**config.mk**
```make
export PLATFORM = sky130hd
export DESIGN_NAME = mult_seq_param
export DESIGN_NICKNAME = d
export VERILOG_FILES = /design/src/rtl/mult_seq_pkg.sv /design/src/rtl/mult_chunk.sv /design/src/rtl/mult_seq_param.sv
export SDC_FILE = /design/constraint.sdc
export NUM_CORES = 1
export LEC_CHECK = 0
export CAP_MARGIN = 10
export CORE_MARGIN = 5
export CORE_UTILIZATION = 62
export DETAILED_ROUTE_END_ITERATION = 7
export PLACE_DENSITY = 0.95
export SYNTH_ARGS = -nofsm -noshare
export SYNTH_HDL_FRONTEND = slang
export SYNTH_SLANG_ARGS = --single-unit
```
**constraint.sdc**
```tcl
create_clock -name clk -period 13.13 [get_ports clk]
set_input_delay 2.626 -clock clk [delete_from_list [all_inputs] [get_ports clk]]
set_output_delay 2.626 -clock clk [all_outputs]
set_load 0.005 [all_outputs]
```
**src/rtl/mult_seq_pkg.sv**
```systemverilog
// Shared types and sizing helpers for the chunked sequential multiplier.
package mult_seq_pkg;

  typedef enum logic [1:0] {
    IDLE = 2'd0,
    RUN  = 2'd1,
    FIX  = 2'd2
  } mult_state_t;

  // Digit index counters need at least one bit even when there is a single digit.
  function automatic int digit_cnt_w(input int n_digits);
    return (n_digits > 1) ? $clog2(n_digits) : 1;
  endfunction

endpackage

```
**src/rtl/mult_chunk.sv**
```systemverilog
// Combinational CHUNK x CHUNK unsigned multiplier; the only multiplier in the datapath.
module mult_chunk #(
  parameter int CHUNK = 16
) (
  input  logic [CHUNK-1:0]   a_i,
  input  logic [CHUNK-1:0]   b_i,
  output logic [2*CHUNK-1:0] p_o
);

  assign p_o = {{CHUNK{1'b0}}, a_i} * {{CHUNK{1'b0}}, b_i};

endmodule

```
**src/rtl/mult_seq_param.sv**
```systemverilog
// Sequential WIDTH x WIDTH multiplier: one CHUNK x CHUNK partial product per cycle,
// signed operands handled by sign-magnitude conversion around an unsigned core.
module mult_seq_param
  import mult_seq_pkg::*;
#(
  parameter int WIDTH = 32,
  parameter int CHUNK = 16
) (
  input  logic               clk,
  input  logic               reset,
  input  logic               start,
  input  logic               is_signed,
  input  logic [WIDTH-1:0]   a,
  input  logic [WIDTH-1:0]   b,
  output logic               busy,
  output logic               done,
  output logic [2*WIDTH-1:0] product
);

  localparam int N  = WIDTH / CHUNK;
  localparam int CW = digit_cnt_w(N);
  localparam int PW = 2 * WIDTH;
  localparam logic [CW-1:0] LAST = CW'(N - 1);

  generate
    if ((WIDTH % CHUNK) != 0 || CHUNK < 2) begin : g_bad_param
      $error("mult_seq_param: WIDTH must be a multiple of CHUNK and CHUNK >= 2");
    end
  endgenerate

  mult_state_t      state_q, state_d;
  logic [WIDTH-1:0] a_mag_q, a_mag_d;
  logic [WIDTH-1:0] b_mag_q, b_mag_d;
  logic             neg_q, neg_d;
  logic [PW-1:0]    acc_q, acc_d;
  logic [CW-1:0]    i_q, i_d;
  logic [CW-1:0]    j_q, j_d;
  logic [PW-1:0]    product_q, product_d;
  logic             done_q, done_d;

  logic [CHUNK-1:0]   a_dig;
  logic [CHUNK-1:0]   b_dig;
  logic [2*CHUNK-1:0] pp;
  logic [PW-1:0]      pp_shifted;

  assign a_dig = a_mag_q[i_q*CHUNK +: CHUNK];
  assign b_dig = b_mag_q[j_q*CHUNK +: CHUNK];

  mult_chunk #(.CHUNK(CHUNK)) u_chunk (
    .a_i (a_dig),
    .b_i (b_dig),
    .p_o (pp)
  );

  // Digit weights add: digit i of a times digit j of b lands at CHUNK*(i+j).
  assign pp_shifted = PW'(pp) << (CHUNK * (32'(i_q) + 32'(j_q)));

  // Handshake: start is taken only on an edge where busy==0; busy stays high from the
  // accepting edge until the result edge, and done pulses for one cycle with product valid.
  always_comb begin
    state_d   = state_q;
    a_mag_d   = a_mag_q;
    b_mag_d   = b_mag_q;
    neg_d     = neg_q;
    acc_d     = acc_q;
    i_d       = i_q;
    j_d       = j_q;
    product_d = product_q;
    done_d    = 1'b0;
    case (state_q)
      IDLE: begin
        if (start) begin
          a_mag_d = (is_signed && a[WIDTH-1]) ? -a : a;
          b_mag_d = (is_signed && b[WIDTH-1]) ? -b : b;
          neg_d   = is_signed & (a[WIDTH-1] ^ b[WIDTH-1]);
          acc_d   = '0;
          i_d     = '0;
          j_d     = '0;
          state_d = RUN;
        end
      end
      RUN: begin
        acc_d = acc_q + pp_shifted;
        if (j_q == LAST) begin
          j_d = '0;
          if (i_q == LAST) begin
            state_d = FIX;
          end else begin
            i_d = i_q + CW'(1);
          end
        end else begin
          j_d = j_q + CW'(1);
        end
      end
      FIX: begin
        product_d = neg_q ? -acc_q : acc_q;
        done_d    = 1'b1;
        state_d   = IDLE;
      end
      default: begin
        state_d = IDLE;
      end
    endcase
  end

  always_ff @(posedge clk or negedge reset) begin
    if (!reset) begin
      state_q   <= IDLE;
      a_mag_q   <= '0;
      b_mag_q   <= '0;
      neg_q     <= 1'b0;
      acc_q     <= '0;
      i_q       <= '0;
      j_q       <= '0;
      product_q <= '0;
      done_q    <= 1'b0;
    end else begin
      state_q   <= state_d;
      a_mag_q   <= a_mag_d;
      b_mag_q   <= b_mag_d;
      neg_q     <= neg_d;
      acc_q     <= acc_d;
      i_q       <= i_d;
      j_q       <= j_d;
      product_q <= product_d;
      done_q    <= done_d;
    end
  end

  assign busy    = (state_q != IDLE);
  assign done    = done_q;
  assign product = product_q;

endmodule
```
==> results by group, run 1 <==
Route
  • Post-DRT Antenna Nets: 0
  • Avg WL per Cell: slightly above 20 microns
  • DRC: 0
  • Via count: between 20000 and 25000
  • Vias per cell: 6.20
  • Drt total wl: about 66000 microns
  • Initial DRC Count: 1775
  • Drt pass-1 iters: 6

Floorplan
  • Die Footprint: 0.0403 sq mm
  • Initial core utilization: 63.1%
  • I/O pin count: around 130
  • Die Span X: between 200 and 250 microns
  • Core area: approximately 0.036 sq mm
  • Std cell rows: roughly 70
  • Die Y: approximately 200 microns

Global routing
  • Vias in the first global route: between 20000 and 25000
  • Aggregate global routing overflow: 0
  • First-pass GRT wire length: 108000 microns
  • Largest net degree at the start of global routing: ~130
  • Total Routing Usage GR: about a third
  • Initial antenna violation count: 0

Yosys
  • Dominant cell type by area after synthesis: dfrtp_1
  • Synth Flop Type: dfrtp_1
  • Mux share of post-synthesis cell area: about 3.4%
  • Compound-Gate Fraction of Synth Area: between 10% and 20%
  • Xor and xnor fraction of the mapped netlist area: 7.92%
  • Synth top area share: a little over a fifth
  • Syn nets: 3137
  • Adder-Cell Fraction of Synth Area: between 20% and 30%
  • Synth top area cells: dfrtp_1, fa_1, ha_1, nand2_1, o21ai_0
  • Netlist cell types: 67
  • Post-synth EDFFs: 0
  • Post-synthesis register bit count: approximately 200
  • Sequential share of the synthesized area: between 20% and 30%
  • Largest family of logic cells by synthesized area: adder cells
  • Synth Cell Area: between 0.02 and 0.025 sq mm
  • Async SR Flop Fraction: 100%
  • Post-Synth Simple-Gate Area: between 10% and 20%
  • Synth warn: 0
  • Mapped Cells: between 2000 and 3000
  • Avg Cell Area, Syn: approximately 8.3 sq um

Timing
  • Endpoints failing hold: 0
  • Final setup fails: 0
  • Tightest Pin Transition: roughly 1.1 ns
  • Fin crit period: 11.19 ns
  • Max Slew Vio Count: 0
  • Setup TNS: 0 ns
  • Achievable Freq: 89.3 MHz
  • RSZ-0062 raised after global routing: false
  • Fin crit share: 85.3%
  • Worst slew margin: 24.9%
  • Final Skew: approximately 0.017 ns

Layout
  • Commonest cells after routing, fill and taps aside: nand2_1, inv_1, o21ai_0
  • Area Growth Syn to Fin: 9.81%
  • Fraction of layout instances using a drive strength above 1: under 10%
  • Most common cell after layout, fill and taps aside: nand2_1
  • N_diodes: 0
  • Nets: around 3200

Critical path
  • CP endpoint kind: flip-flop
  • CP Class: reg2reg
  • Critical R2R Launch: i_q$_DFFE_PN0P_
  • Crit path buf inv count: 5
  • Slowest cell on the critical path: a2111oi_0
  • Crit path DAT: around 12 ns
  • Crit start category: flip-flop
  • CP required: 13.54 ns
  • Reg2Reg Depth: 33
  • Internal reg-to-reg setup slack: about 1.9 ns
  • CP max stage delay: between 0.9 and 1 ns
  • Worst-path maximum fanout: 35
  • Reg2Reg Capture Point: acc_q[63]$_DFFE_PN0P_
  • Critical path origin: i_q$_DFFE_PN0P_
  • CP top delay family: adder cells
  • Most used cell, CP: fa_1

Clocking
  • CTS tree: done
  • # resized after CTS: 0
  • Hold_buf cts: 0
  • Clk root buf: clkbuf_16
  • Max Buffers Root-to-Sink: 2
  • Setup repair bufs after CTS: 0
  • Clock Sinks: just under 200
  • Clock latency on the worst-skew pair: around 0.47 ns
  • Clock transition at path regs: about 0.08 ns
  • Num CTS Buffers: 17
  • H-tree depth: 4

Run
  • Max_cap viols: 0

Outcome
  • Status: complete, no violations

Worst hold path
  • Worst Hold Endpoint: product[37]$_DFFE_PN0P_
  • Hold path start: product[37]$_DFFE_PN0P_
  • Worst Hold Depth: 2
  • HP Class: reg2reg

Place
  • Routability cong.: 1.07
  • Port buffer count: about 130
  • Final HPWL DP: about 53000 microns
[how the worst max path moves through the flow]
| stage | end | slack (ns) | depth (start not counted) |
|---|---|---|---|
| 2_1_floorplan | acc_q[62]$_DFFE_PN0P_ | 3.03 | 37 |
| 3_3_place_gp | acc_q[63]$_DFFE_PN0P_ | 2.37 | 33 |
| 3_5_place_dp | acc_q[63]$_DFFE_PN0P_ | 2.07 | 33 |
| 4_1_cts | acc_q[63]$_DFFE_PN0P_ | 2.05 | 33 |
| 5_1_grt | acc_q[63]$_DFFE_PN0P_ | 1.23 | 33 |
| 6_report | acc_q[63]$_DFFE_PN0P_ | 1.94 | 33 |
[flip-flops by register name (all words and copies together) (netlist names)]
name and count:
j_q 1, b_mag_q 32, state_q 2, i_q 1
neg_q 1, done 1, product 64, a_mag_q 32
acc_q 64
[cells in the mapped netlist, types with 5 or more instances]
library cell	number
or3_1	20
nor4_1	14
or4_1	10
a21o_1	53
mux2i_1	40
clkbuf_1	105
and2_1	24
nand3b_1	7
nand2_1	436
o22ai_1	11
o21ai_0	259
nor3b_1	8
o21bai_1	15
nor2_1	218
a22o_1	9
buf_1	8
nand4_1	17
and3_1	9
inv_1	271
xor2_1	111
o21ai_1	5
nand3_1	40
nand2b_1	17
o41ai_1	16
o31ai_1	32
o211ai_1	8
dfrtp_1	198
fa_1	195
o21a_1	9
mux2_2	32
xnor2_1	93
a21oi_1	107
a31oi_1	14
o211a_1	5
ha_1	171
a211oi_1	13
o221ai_1	6
nor3_1	23
or2_2	7
nor2b_1	12
[metal layers]
layer	global-route usage (%)	wire, microns	part of all wire, %	vias up
li1	-	-	-	9193
met1	41.1	25900	39	9660
met2	56.1	32200	49	974
met3	5.53	4640	7.1	196
met4	14.4	3060	4.7	0
met5	0	0	0	-
[cell type report]
class | instances | area (sq um)
Multi-Input combinational cell | 2121 | 16200
Fill cell | 2782 | 11000
Sequential cell | 198 | 4960
Timing Repair Buffer | 148 | 1450
Inverter | 271 | 1020
Tap cell | 461 | 577
Clock buffer | 18 | 439
Clock inverter | 14 | 149
[logic make-up (layout without fill, tap and decap cells)]
family | Yosys count | after routing
XOR/XNOR | 204 | 204
buffers and inverters | 384 | 451
flip-flops | 198 | 198
AND/OR/NAND/NOR | 882 | 882
adder cells (fa/ha/maj) | 366 | 366
multiplexers | 72 | 72
AO/OA/AOI/OAI | 597 | 597
[through the flow]
stage / instances / instance area, sq um / hold slack (ns) / setup WS (ns) / util [%]
global route: 3231 / 24800 / 0.511 / 1.23 / 69.3
CTS: 3231 / 24800 / 0.485 / 2.05 / 69.3
detailed placement: 3199 / 24200 / 0.469 / 2.07 / 67.7
global placement: 3199 / 24200 / 0.461 / 2.37 / 67.7
finish: 3231 / 24800 / 0.480 / 1.94 / 69.3
floorplan: 2703 / 22600 / 0.444 / 3.03 / -
[tightest hold or removal path: stages (launching register included)]
cell and delay (ns):
dfrtp_1 0.34, nand2_1 0.04, o21ai_0 0.06
Power of run 1 is left out: the tool's default activity adds up to more than one toggle a clock period on the data nets, which glitch-free logic cannot reach.
==> run 2, diff against run 1 <==
--- a/config.mk
+++ b/config.mk
@@ -9,7 +9,7 @@
 export CORE_MARGIN = 5
 export CORE_UTILIZATION = 62
 export DETAILED_ROUTE_END_ITERATION = 7
-export PLACE_DENSITY = 0.95
+export PLACE_DENSITY = 0.83
 export SYNTH_ARGS = -nofsm -noshare
 export SYNTH_HDL_FRONTEND = slang
 export SYNTH_SLANG_ARGS = --single-unit
==> run 2 against run 1 <==
Cell area increased by 0.12%; fmax decreased by 0.88%; first-iteration DRC count decreased by 16%; critical path type unchanged; clock skew about the same; routed wire length increased by 1.8%; worst hold slack got worse by 0.0050 ns; setup slack got worse by 0.10 ns; flip-flop and latch count unchanged.
==> results by group, run 2 (synthesis results as in run 1) <==
Critical path
  • Worst-path maximum fanout: 28
  • Internal reg-to-reg setup slack: ~1.8 ns
  • Critical R2R Launch: i_q$_DFFE_PN0P_
  • CP required: 13.54 ns
  • Crit start category: flip-flop
  • CP Class: reg2reg
  • CP endpoint kind: flip-flop
  • Reg2Reg Capture Point: acc_q[63]$_DFFE_PN0P_
  • Most used cell, CP: fa_1
  • Crit path DAT: 11.70 ns
  • Slowest cell on the critical path: mux2i_1
  • CP max stage delay: slightly below 1 ns
  • Reg2Reg Depth: 33

Clocking
  • Num CTS Buffers: 17
  • CTS tree: done
  • Setup repair bufs after CTS: 0
  • H-tree depth: 4
  • Hold_buf cts: 0
  • Clock Sinks: 198
  • Max Buffers Root-to-Sink: 2
  • Clock latency on the worst-skew pair: 0.47 ns
  • # resized after CTS: 0
  • Clock transition at path regs: 0.08 ns
  • Clk root buf: clkbuf_16

Worst hold path
  • Hold path start: product[29]$_DFFE_PN0P_
  • Worst Hold Endpoint: product[29]$_DFFE_PN0P_
  • Worst Hold Depth: 2
  • HP Class: reg2reg

Timing
  • RSZ-0062 raised after global routing: false
  • Tightest Pin Transition: 1.14 ns
  • Worst slew margin: approximately 22%
  • Max Slew Vio Count: 0
  • Fin crit share: a little under nine tenths
  • Final Skew: ~0.017 ns
  • Fin crit period: 11.29 ns
  • Endpoints failing hold: 0
  • Setup TNS: 0 ns
  • Achievable Freq: roughly 90 MHz
  • Final setup fails: 0

Run
  • Max_cap viols: 0

Route
  • Initial DRC Count: between 1000 and 1500
  • Post-DRT Antenna Nets: 0
  • Drt pass-1 iters: 7
  • Drt total wl: about 67000 microns
  • Vias per cell: 6.10
  • Avg WL per Cell: 20.7 microns
  • Via count: roughly 20000
  • DRC: 0

Global routing
  • Largest net degree at the start of global routing: about 120
  • Initial antenna violation count: 0
  • GR peak layer: met2
  • Total Routing Usage GR: about a third
  • Aggregate global routing overflow: 0
  • First-pass GRT wire length: 107000 microns
  • Vias in the first global route: slightly below 20000
  • Met2 usage: about 58%
  • Met1 Usage GRT: 41.3%
  • Met3 Resource Use GR: roughly 4.7%

Floorplan
  • Die Y: around 200 microns
  • Initial core utilization: 63.1%
  • I/O pin count: roughly 130
  • Std cell rows: a little under 70
  • Core area: 0.0357 sq mm
  • Die Footprint: ~0.040 sq mm
  • Die Span X: between 200 and 250 microns

Place
  • Final HPWL DP: between 50000 and 60000 microns
  • Port buffer count: approximately 130
  • Routability cong.: between 0.9 and 1

Layout
  • Nets: about 3200
  • Commonest cells after routing, fill and taps aside: nand2_1, inv_1, o21ai_0
  • Most common cell after layout, fill and taps aside: nand2_1
  • N_diodes: 0
  • Fraction of layout instances using a drive strength above 1: around 4.3%
  • Area Growth Syn to Fin: 9.94%

Outcome
  • Status: complete, no violations
-- run 2: worst max path at each step --
stage	start	endpoint	cells past startpoint
2_1_floorplan	i_q$_DFFE_PN0P_	acc_q[62]$_DFFE_PN0P_	37
3_3_place_gp	i_q$_DFFE_PN0P_	acc_q[63]$_DFFE_PN0P_	33
3_5_place_dp	i_q$_DFFE_PN0P_	acc_q[63]$_DFFE_PN0P_	33
4_1_cts	i_q$_DFFE_PN0P_	acc_q[63]$_DFFE_PN0P_	33
5_1_grt	i_q$_DFFE_PN0P_	acc_q[61]$_DFFE_PN0P_	33
6_report	i_q$_DFFE_PN0P_	acc_q[63]$_DFFE_PN0P_	33
-- run 2: area by class of cell --
type	instances	area [sq um]
inverter	271	1020
fill	2927	10900
tap	461	577
multi-input combinational	2121	16200
timing repair buffer	153	1490
clock buffer	18	439
clock inverter	14	140
sequential	198	4960
-- run 2: routing by layer --
layer | vias up | routed length, microns
met1 | 9620 | 27100
met5 | - | 0
met3 | 147 | 3900
met4 | 0 | 2590
li1 | 9210 | -
met2 | 766 | 33400
-- run 2: stage by stage --
stage | instances | util (%) | hold WS, ns | cell area, sq um | setup WS, ns
after global placement | 3204 | 67.8 | 0.460 | 24200 | 2.22
after floorplan | 2703 | - | 0.444 | 22600 | 3.03
final | 3236 | 69.4 | 0.475 | 24800 | 1.84
after global routing | 3236 | 69.4 | 0.509 | 24800 | 1.27
after CTS | 3236 | 69.4 | 0.485 | 24800 | 1.96
after detailed placement | 3204 | 67.8 | 0.469 | 24200 | 1.99
-- run 2: worst max-delay path: cells and delay by family, from the launching register on --
kind | cells | cell delay [ns]
AOI/OAI and AO/OA | 8 | 2.97
muxes | 2 | 1.11
buffers and inverters | 5 | 0.62
DFF | 1 | 0.50
and+or+nand+nor | 10 | 2.19
adders and majority gates | 8 | 3.85
Power of run 2 is left out for the same reason.
